[src/rtl/adc_offset_autocal.sv]
// Offset auto-calibration sequencer: discards settling samples, averages 2^LOG2_AVG
// samples per channel, then writes the negated, saturated average per channel.
module adc_offset_autocal #(
  parameter int DATA_PATH_WIDTH = 16,
  parameter int N_CHANNELS      = 4,
  parameter int LOG2_AVG        = 8,
  parameter int SETTLE_SAMPLES  = 64,
  parameter int TIMEOUT_CYCLES  = 65536,
  localparam int CH_W = (N_CHANNELS > 1) ? $clog2(N_CHANNELS) : 1
) (
  input  logic                              clock,
  input  logic                              reset,
  input  logic                              start,
  input  logic                              abort,
  input  logic                              sample_valid,
  input  logic [CH_W-1:0]                   sample_channel,
  input  logic signed [DATA_PATH_WIDTH-1:0] sample_data,
  output logic                              offset_write,
  output logic [CH_W-1:0]                   offset_address,
  output logic signed [DATA_PATH_WIDTH-1:0] offset_data,
  output logic                              busy,
  output logic                              done,
  output logic                              error
);

  localparam int W     = DATA_PATH_WIDTH;
  localparam int ACC_W = DATA_PATH_WIDTH + LOG2_AVG;
  localparam int CNT_W = LOG2_AVG + 1;
  localparam int ST_W  = (SETTLE_SAMPLES > 0) ? $clog2(SETTLE_SAMPLES + 1) : 1;
  localparam int TO_W  = $clog2(TIMEOUT_CYCLES + 1);
  localparam logic [W-1:0] COEF_MAX = {1'b0, {(W-1){1'b1}}};
  localparam logic [W-1:0] COEF_MIN = {1'b1, {(W-1){1'b0}}};

  typedef enum logic [2:0] {
    S_IDLE,
    S_SETTLE,
    S_ACCUMULATE,
    S_WRITE,
    S_DONE,
    S_ERROR
  } state_t;

  state_t state_q, state_d;
  logic [ST_W-1:0] settle_cnt_q, settle_cnt_d;
  logic [TO_W-1:0] timeout_cnt_q, timeout_cnt_d;
  logic [CH_W-1:0] write_idx_q, write_idx_d;
  logic            offset_write_q, offset_write_d;
  logic [CH_W-1:0] offset_address_q, offset_address_d;
  logic [W-1:0]    offset_data_q, offset_data_d;
  logic            busy_q, busy_d;
  logic            done_q, done_d;
  logic            error_q, error_d;

  logic                start_accept;
  logic                acc_en;
  logic [N_CHANNELS-1:0] full_d;
  logic signed [W-1:0] avg_all [N_CHANNELS];
  logic signed [W-1:0] avg_sel;
  logic signed [W:0]   neg_avg;
  logic [W-1:0]        coef;

  // The post-DONE cycle still reports busy, so start is refused there as well.
  assign start_accept = start && (state_q == S_IDLE) && !busy_q;
  assign acc_en       = (state_q == S_ACCUMULATE) && !abort && sample_valid;

  genvar gi;
  generate
    for (gi = 0; gi < N_CHANNELS; gi++) begin : g_chan
      logic signed [ACC_W-1:0] acc_q, acc_d;
      logic [CNT_W-1:0]        cnt_q, cnt_d;

      always_comb begin
        acc_d = acc_q;
        cnt_d = cnt_q;
        if (start_accept) begin
          acc_d = '0;
          cnt_d = '0;
        end else if (acc_en && (sample_channel == CH_W'(gi)) && !cnt_q[LOG2_AVG]) begin
          acc_d = acc_q + ACC_W'(sample_data);
          cnt_d = cnt_q + CNT_W'(1);
        end
      end

      always_ff @(posedge clock) begin
        if (!reset) begin
          acc_q <= '0;
          cnt_q <= '0;
        end else begin
          acc_q <= acc_d;
          cnt_q <= cnt_d;
        end
      end

      // Top bit of the count is set exactly when 2^LOG2_AVG samples are in.
      assign full_d[gi]  = cnt_d[LOG2_AVG];
      assign avg_all[gi] = acc_q[ACC_W-1:LOG2_AVG];
    end
  endgenerate

  // Dropping the low bits of the accumulator is the floor-average; only -MIN overflows.
  assign avg_sel = avg_all[write_idx_q];
  assign neg_avg = -{avg_sel[W-1], avg_sel};
  assign coef    = (neg_avg[W] != neg_avg[W-1]) ? (neg_avg[W] ? COEF_MIN : COEF_MAX)
                                                : neg_avg[W-1:0];

  always_comb begin
    state_d          = state_q;
    settle_cnt_d     = settle_cnt_q;
    timeout_cnt_d    = timeout_cnt_q;
    write_idx_d      = write_idx_q;
    offset_write_d   = 1'b0;
    offset_address_d = offset_address_q;
    offset_data_d    = offset_data_q;
    done_d           = 1'b0;
    error_d          = error_q;

    case (state_q)
      S_IDLE: begin
        if (start_accept) begin
          state_d       = S_SETTLE;
          settle_cnt_d  = '0;
          timeout_cnt_d = '0;
          write_idx_d   = '0;
          error_d       = 1'b0;
        end
      end
      S_SETTLE: begin
        if (SETTLE_SAMPLES == 0) begin
          state_d = S_ACCUMULATE;
        end else if (sample_valid) begin
          settle_cnt_d = settle_cnt_q + ST_W'(1);
          if (settle_cnt_d == ST_W'(SETTLE_SAMPLES)) begin
            state_d = S_ACCUMULATE;
          end
        end
      end
      S_ACCUMULATE: begin
        timeout_cnt_d = timeout_cnt_q + TO_W'(1);
        if (&full_d) begin
          state_d = S_WRITE;
        end else if (timeout_cnt_d == TO_W'(TIMEOUT_CYCLES)) begin
          state_d = S_ERROR;
          error_d = 1'b1;
        end
      end
      S_WRITE: begin
        offset_write_d   = 1'b1;
        offset_address_d = write_idx_q;
        offset_data_d    = coef;
        if (write_idx_q == CH_W'(N_CHANNELS - 1)) begin
          state_d = S_DONE;
        end else begin
          write_idx_d = write_idx_q + CH_W'(1);
        end
      end
      S_DONE: begin
        done_d  = 1'b1;
        state_d = S_IDLE;
      end
      S_ERROR: begin
        state_d = S_IDLE;
      end
      default: begin
        state_d = S_IDLE;
      end
    endcase

    if ((state_q != S_IDLE) && abort) begin
      state_d          = S_IDLE;
      offset_write_d   = 1'b0;
      offset_address_d = offset_address_q;
      offset_data_d    = offset_data_q;
      done_d           = 1'b0;
      error_d          = error_q;
    end

    busy_d = (state_d != S_IDLE) || done_d;
  end

  always_ff @(posedge clock) begin
    if (!reset) begin
      state_q          <= S_IDLE;
      settle_cnt_q     <= '0;
      timeout_cnt_q    <= '0;
      write_idx_q      <= '0;
      offset_write_q   <= 1'b0;
      offset_address_q <= '0;
      offset_data_q    <= '0;
      busy_q           <= 1'b0;
      done_q           <= 1'b0;
      error_q          <= 1'b0;
    end else begin
      state_q          <= state_d;
      settle_cnt_q     <= settle_cnt_d;
      timeout_cnt_q    <= timeout_cnt_d;
      write_idx_q      <= write_idx_d;
      offset_write_q   <= offset_write_d;
      offset_address_q <= offset_address_d;
      offset_data_q    <= offset_data_d;
      busy_q           <= busy_d;
      done_q           <= done_d;
      error_q          <= error_d;
    end
  end

  assign offset_write   = offset_write_q;
  assign offset_address = offset_address_q;
  assign offset_data    = offset_data_q;
  assign busy           = busy_q;
  assign done           = done_q;
  assign error          = error_q;

endmodule

[config.mk]
export PLATFORM = sky130hd
export DESIGN_NAME = adc_offset_autocal
export DESIGN_NICKNAME = d
export VERILOG_FILES = /design/src/rtl/adc_offset_autocal.sv
export SDC_FILE = /design/constraint.sdc
export NUM_CORES = 1
export LEC_CHECK = 0
export BUFFER_PORTS_ARGS = -buffer_cell sky130_fd_sc_hd__buf_2
export CORE_AREA = 8 8 195 197
export DETAILED_ROUTE_END_ITERATION = 8
export DIE_AREA = 0 0 203 205
export HOLD_SLACK_MARGIN = 0.06
export PLACE_DENSITY_LB_ADDON = 0.2
export SETUP_SLACK_MARGIN = 0.3
export SLEW_MARGIN = 10
export SYNTH_ARGS = -nofsm -noshare
export SYNTH_HDL_FRONTEND = slang
export SYNTH_SLANG_ARGS = --single-unit
[constraint.sdc]
create_clock -name clock -period 3 [get_ports clock]
set_input_delay 0.15 -clock clock [delete_from_list [all_inputs] [get_ports clock]]
set_output_delay 0.15 -clock clock [all_outputs]
set_load 0.01 [all_outputs]
==> summary.md, run 1 <==
| Metric | Value |
|---|---|
| Outcome | finished, final reports clean |
| Starting Density | roughly 34% |
| Final net count | ~1.8k |
| Max Clock Skew | between 20 and 25 ps |
| Largest net degree at the start of global routing | 64 |
| Final wirelength | roughly 34 mm |
| Layout cells sized above 1 | 20.50% |
| FF+latch area | around 3700 um^2 |
| Antenna Violating Nets Remaining | 0 |
| Synth async-reset ratio | 0% |
| Root Driver | clkbuf_16 |
| Syn. warnings | 0 |
| Synth-to-Final Area Change | 23.68% |
| CP max stage delay | 590 ps |
| Worst hold slack | roughly 120 ps |
| Clock Path Buffers | 2 |
| Synth Area in Adders | a little under an eighth |
| I/O pin cnt | 45 |
| Finished Layout Cells | between 2k and 2.5k |
| Gate Count Post-Synth | 1515 |
| First DRT Iteration DRCs | ~600 |
| Setup Viol. Count Final | 0 |
| Reg clk slew, reported paths | around 80 ps |
| Rows | 69 |
| Mux contribution to synthesized area | 3.487% |
| Max Clk Rate | about 360 MHz |
| Placed cell count | a little over 2k |
| Simple-gate share of the synthesized area | between 20% and 30% |
| CTS tree | built |
| Critical-path cell list | buf_12, mux4_2, nor3_4, nor3b_2, and2b_2, nand2_4, or4_4, xor2_1, o21ai_1, nand2_1 |
| Crit path required time | between 3000 and 4000 ps |
| PD cells | approximately 360 nW/um^2 |
| VDD IR max | ~0.00037 V |
| Global-route wire length before repair | 54.83 mm |
| Compound-Gate Fraction of Synth Area | between 20 and 25% |
| ANT cells | 0 |
| RePlAce Congestion | about 0.82 |
| Post-DP HPWL | between 20 and 25 mm |
| Syn_area_per_cell | roughly 8 um^2 |
| Buffers on Ports | 44 |
| Routed vias | 11.04k |
| CP max-delay cell | mux4_2 |
| Final Util | a little over two fifths |
| CTS sink count | between 150 and 200 |
| Register area share after synthesis | just over 30% |
| Footprint of the multi-input gates | between 8000 and 9000 um^2 |
| Fin. max-slew vios | 0 |
| Die Ht | a little over 200 um |
| Fill cell count | about 3.4k |
| Worst-Margin Slew | ~850 ps |
| Hold/Removal Path Class | in2reg |
| CORE AREA | ~35000 um^2 |
| Synth Flop Type | dfxtp_1 |
| CP Data Arrival Time | between 3000 and 4000 ps |
| Worst setup path category | reg2reg |
| RSZ-0062 raised after global routing | true |
| Number of remaining DRC errors | 0 |
| Syn Nets | between 1.5k and 2k |
| Grt total ovfl | 0 |
| Final hold vios | 0 |
| Synth area leader | dfxtp_1 |
| EDFF count, synth | 0 |
| Number of global-route vias before repair | about 11k |
| Cell Area, Synth | around 12000 um^2 |
| Pre-CTS setup slack | -115.4 ps |
| Relative slew slack | 43.63% |
| Die ar. | 41620 um^2 |
| Post-synth top area share | 30.39% |
| GRT Util Overall | 16.17% |
| Drt wl/cell | 16.31 um |
| Die W | 203 um |
| Post-Synth XOR/XNOR Area | under 10% |
| Commonest non-fill, non-tap cell in the layout | nand2_1 |
| Drt via density | 5.232 |
| Initial antenna violation count | 0 |
| Setup TNS | 0 ps |
| Commonest cells after routing, fill and taps aside | nand2_1, dfxtp_1, a21oi_1 |
| Worst setup SP type | flop |
| Worst-Skew Late Latency | 450 ps |
| Pre-Repair DR Iteration Count | 5 |
| Synthesis-stage register bit count | 183 |
| Max H-tree Level | 4 |
| Final WS setup | around 210 ps |
| Synth top area cells | dfxtp_1, ha_1, nand2_1 |
| Synth unique cells | 73 |
| CTS buffer count | 17 |
| Tcrit/Tclk final | between 90 and 100% |
| Main combinational cell family by area after synthesis | simple AND/OR/NAND/NOR gates |
| Min cycle time layout | roughly 2800 ps |
| CP max FO | 5 |
| Maxcap violations | 0 |
| Worst setup EP type | flop |
| Leak | between 0.006 and 0.007 uW |
path summary, 6_finish.rpt:
path                                    start  slack (ps)  depth (start not counted)                            to
hold reg to reg   offset_data[7]$_SDFFE_PN0P_         440                          2   offset_data[7]$_SDFFE_PN0P_
setup reg to reg  write_idx_q[1]$_SDFFE_PN0P_         210                         10  offset_data[14]$_SDFFE_PN0P_
hold / removal                   sample_valid         120                          3  settle_cnt_q[1]$_SDFFE_PN0P_
setup / recovery  write_idx_q[1]$_SDFFE_PN0P_         210                         10  offset_data[14]$_SDFFE_PN0P_
Yosys cell counts (all sizes together) (11+ instances only):
cell / number
nor2: 112
a31oi: 14
nand3: 44
mux4: 16
nor3: 31
a21o: 47
nand4: 17
and3: 22
inv: 27
nor2b: 34
nand2: 249
clkbuf: 53
o21ai: 90
a21oi: 165
and2: 11
a211oi: 14
nand2b: 25
xnor2: 66
xor2: 45
ha: 102
dfxtp: 183
or3: 16
cell families after synthesis:
| kind of cell | count (synthesis) |
|---|---|
| AO/OA/AOI/OAI | 405 |
| XOR/XNOR | 111 |
| adder cells (fa/ha/maj) | 106 |
| buffers and inverters | 87 |
| flip-flops | 183 |
| multiplexers | 22 |
| AND/OR/NAND/NOR | 601 |
worst max-delay path: cells and delay by family, from the launching register on:
kind                   cells  cell delay, ps
AO/OA/AOI/OAI              1             130
AND/OR/NAND/NOR            6            1310
XOR/XNOR                   1             160
buffers and inverters      1             130
multiplexers               1             590
flip-flops                 1             360
state kept, by name (all words and copies together) (netlist names):
signal and cells:
busy 1, state_q 3, offset_address 2, timeout_cnt_q 17, done 1, offset_write 1, g_chan.cnt_q 36, settle_cnt_q 7
offset_data 16, error 1, g_chan.acc_q 96, write_idx_q 2
through the flow:
stage,area (um^2),power (uW)
6_report,14910,5320
5_1_grt,14910,5534
4_1_cts,14300,5368
3_5_place_dp,13230,2929
3_3_place_gp,13230,2927
2_1_floorplan,12060,2764
routing by layer:
metal | GRT usage [%] | part of all wire [%] | vias up
li1 | - | - | 5658
met1 | 21.53 | 49 | 5181
met2 | 26.98 | 46 | 171
met3 | 2.324 | 3.2 | 30
met4 | 4.481 | 1.5 | 0
met5 | 0 | 0 | -
cell type report:
type                            count  area share [%]
Timing Repair Buffer              161           7.770
Inverter                           27          0.6965
Sequential cell                   183           24.69
Tap cell                          461           3.868
Clock inverter                     12           1.116
Clock buffer                       19           2.971
Multi-Input combinational cell   1247           58.89
where the power goes:
group | internal, uW | leakage (uW) | switching, uW
clock network | 1350 | 0.000296 | 1070
logic | 174 | 0.00438 | 294
registers | 2430 | 0.00148 | 3.22
repair_timing:
action	CTS	global route
gates cloned	1	1
endpoints found under the hold margin	2	0
setup endpoints to repair	38	43
resized for setup	66	93
buffers inserted	23	19
pin swaps	38	71
hold buffers	1	0
(Power assumes the default switching activity.)
==> run 2: changes to the inputs <==
ABC_AREA = 1   (was not set)
CORE_AREA = 8 8 209 211   (was 8 8 195 197)
DIE_AREA = 0 0 217 219   (was 0 0 203 205)
==> summary.md, run 2 <==
| Metric | Value |
|---|---|
| Outcome | finished, final reports clean |
| Finished Layout Cells | 2708 (+28%) |
| Routed vias | 13.92k (+26%) |
| ANT cells | 0 (unchanged) |
| Syn Nets | 2256 (+37%) |
| Post-Synth XOR/XNOR Area | 3.957% (-4.1 points) |
| Max Clock Skew | 10.94 ps (-12.02 ps) |
| Number of global-route vias before repair | 13.06k (+23%) |
| Footprint of the multi-input gates | 8927 um^2 (+1.7%) |
| Commonest cells after routing, fill and taps aside | nand2_1, inv_1, a21oi_1 |
| Maxcap violations | 0 (unchanged) |
| Worst setup EP type | flop |
| Register area share after synthesis | 26.27% (-4.1 points) |
| Worst setup SP type | flop |
| Syn_area_per_cell | 6.555 um^2 (-18%) |
| Hold/Removal Path Class | in2reg |
| Die Ht | 219 um (+6.8%) |
| RePlAce Congestion | 0.9197 (+12%) |
| Root Driver | clkbuf_16 |
| Rows | 74 (+7.2%) |
| Setup bufs post-CTS | 0 (-100%) |
| Compound-Gate Fraction of Synth Area | 20.83% (+0.59 points) |
| Main combinational cell family by area after synthesis | simple AND/OR/NAND/NOR gates |
| Synth Flop Type | dfxtp_1 |
| Initial antenna violation count | 0 (unchanged) |
| Commonest non-fill, non-tap cell in the layout | nand2_1 |
| Crit path required time | 3390 ps (+60 ps) |
| Largest net degree at the start of global routing | 93 (+45%) |
| Synth unique cells | 54 (-26%) |
| PD cells | 376.7 nW/um^2 (+5.6%) |
| Final wirelength | 44.04 mm (+28%) |
| CTS sink count | 183 (unchanged) |
| GRT Util Overall | 18.62% (+2.4 points) |
| Max Clk Rate | 401.7 MHz (+12%) |
| Final hold vios | 0 (unchanged) |
| Syn. warnings | 0 (unchanged) |
| Worst-Margin Slew | 698.1 ps (-147.5 ps) |
| Setup TNS | 0 ps (unchanged) |
| Buffers on Ports | 44 (unchanged) |
| RSZ-0062 raised after global routing | false |
| Final instance area | 15390 um^2 (+3.2%) |
| Commonest cells post-synth | nand2_1, inv_1, nor2_1 |
| Synthesis-stage register bit count | 183 (unchanged) |
| Tcrit/Tclk final | 82.98% (-9.9 points) |
| Max H-tree Level | 4 (unchanged) |
| Mux contribution to synthesized area | 0% (-3.5 points) |
| CP max FO | 4 (-1) |
| Post-DP HPWL | 33.79 mm (+38%) |
| Synth async-reset ratio | 0% (unchanged) |
| Post-synth top area share | 26.27% (-4.1 points) |
| Grt total ovfl | 0 (unchanged) |
| Number of remaining DRC errors | 0 (unchanged) |
| Die ar. | 47520 um^2 (+14%) |
| Layout cells sized above 1 | 8.042% (-12 points) |
| Drt wl/cell | 16.26 um (-0.28%) |
| Starting Density | 34.54% (+0.062 points) |
| Most common cell in the netlist | nand2_1 |
| EDFF count, synth | 0 (unchanged) |
| Final WS setup | 510.5 ps (+296.4 ps) |
| Worst-Skew Late Latency | 490 ps (+40 ps) |
| Reg clk slew, reported paths | 80 ps (about the same) |
| CORE AREA | 40370 um^2 (+15%) |
| Pre-CTS setup slack | 463.6 ps (+579.0 ps) |
| Worst setup path category | reg2reg |
| Gate Count Post-Synth | 2127 (+40%) |
| Max reg flops | 96 (unchanged) |
| Synth top area cells | dfxtp_1, nand2_1, ha_1 |
| Fin. max-slew vios | 0 (unchanged) |
| FF+latch area | 3664 um^2 (-0.48%) |
| Synth-to-Final Area Change | 10.38% |
| Area after DPL | 14770 um^2 (+12%) |
| Relative slew slack | 52.97% (+9.3 points) |
| Antenna Violating Nets Remaining | 0 (unchanged) |
| Largest Register | g_chan.acc_q |
| Min cycle time layout | 2490 ps (-296.4 ps) |
| Leak | 0.007117 uW (+16%) |
| Biggest regs | g_chan.acc_q (96), g_chan.cnt_q (36), timeout_cnt_q (17) |
| Simple-gate share of the synthesized area | 29.42% (+5.7 points) |
| CTS buffer count | 17 (unchanged) |
| Cell Area, Synth | 13940 um^2 (+16%) |
| Synth area leader | dfxtp_1 |
| CTS tree | built |
| Global-route wire length before repair | 70.25 mm (+28%) |
| Pre-Repair DR Iteration Count | 6 (+1) |
| Drt via density | 5.140 (-1.8%) |
| Clock Path Buffers | 2 (unchanged) |
| Synth Area in Adders | 9.727% (-1.5 points) |
| Final net count | 2292 (+30%) |
| Fill cell count | 4442 (+29%) |
| Die W | 217 um (+6.9%) |
| VDD IR max | 0.0004793 V (+29%) |
| I/O pin cnt | 45 (unchanged) |
| Setup Viol. Count Final | 0 (unchanged) |
| Worst hold slack | 101.4 ps (-20.76 ps) |
| CP Data Arrival Time | 2880 ps (-240 ps) |
| Placed cell count | 2673 (+31%) |
| First DRT Iteration DRCs | 922 (+58%) |
==> run 2: final timing paths <==
kind | cells after the start | slack [ps] | end | startpoint
min reg2reg | 1 | 460 | g_chan[0].cnt_q[7]$_SDFFE_PP0N_ | g_chan[0].cnt_q[7]$_SDFFE_PP0N_
max | 10 | 510 | g_chan[0].acc_q[18]$_SDFFE_PP0N_ | g_chan[0].acc_q[5]$_SDFFE_PP0N_
min | 6 | 100 | g_chan[2].cnt_q[8]$_SDFF_PN0_ | sample_channel[0]
max reg2reg | 10 | 510 | g_chan[0].acc_q[18]$_SDFFE_PP0N_ | g_chan[0].acc_q[5]$_SDFFE_PP0N_
==> run 2: cells by family (layout without fill, tap and decap cells) <==
kind of cell / after synthesis / after routing
buffers and inverters: 343 / 392
adders and majority gates: 106 / 106
DFF: 183 / 183
AOI/OAI and AO/OA: 505 / 505
and+or+nand+nor: 927 / 927
xor gates and xnor gates: 63 / 63
==> run 2: area by class of cell <==
cell class / instances / share of cell area [%]
clock buffer: 17 / 2.764
clock inverter: 15 / 1.089
inverter: 287 / 7.040
multi-input combinational: 1601 / 58.00
sequential: 183 / 23.80
tap: 532 / 4.325
timing repair buffer: 73 / 2.975
==> run 2: power breakdown <==
part           internal (uW)  total [uW]  switching [uW]
clock network           1240        2370            1120
logic                    312         974             662
registers               2440        2460            16.8
total                   4000        5800            1800
==> run 2: repair_timing <==
action,4_1_cts,5_1_grt
hold endpoints to repair,3,0
resized for setup,0,3
setup endpoints to repair,0,5
hold buffers,3,0
==> run 2: through the flow <==
| step | util (%) | power [uW] |
|---|---|---|
| after CTS | 38.13 | 5905 |
| after global placement | 36.58 | 3477 |
| after global routing | 38.13 | 6094 |
| after floorplan | - | 3247 |
| after detailed placement | 36.58 | 3487 |
| final | 38.13 | 5798 |
==> run 2: layer usage <==
metal | vias to the layer above | part of all wire [%] | global-route usage [%]
met5 | - | 0 | 0
met4 | 0 | 3.7 | 8.025
met3 | 67 | 4.5 | 3.428
met2 | 274 | 45 | 30.41
met1 | 6388 | 47 | 23.81
li1 | 7191 | - | -
==> run 2: critical path, cell delays in order, from the launching register on <==
cell and delay [ps]:
dfxtp_1 340, ha_1 340, a21oi_1 230, o21ai_0 120, a21oi_1 490, o21ai_0 320
a21o_1 250, a21oi_1 110, o21ai_0 90, nand2_1 60, inv_1 30
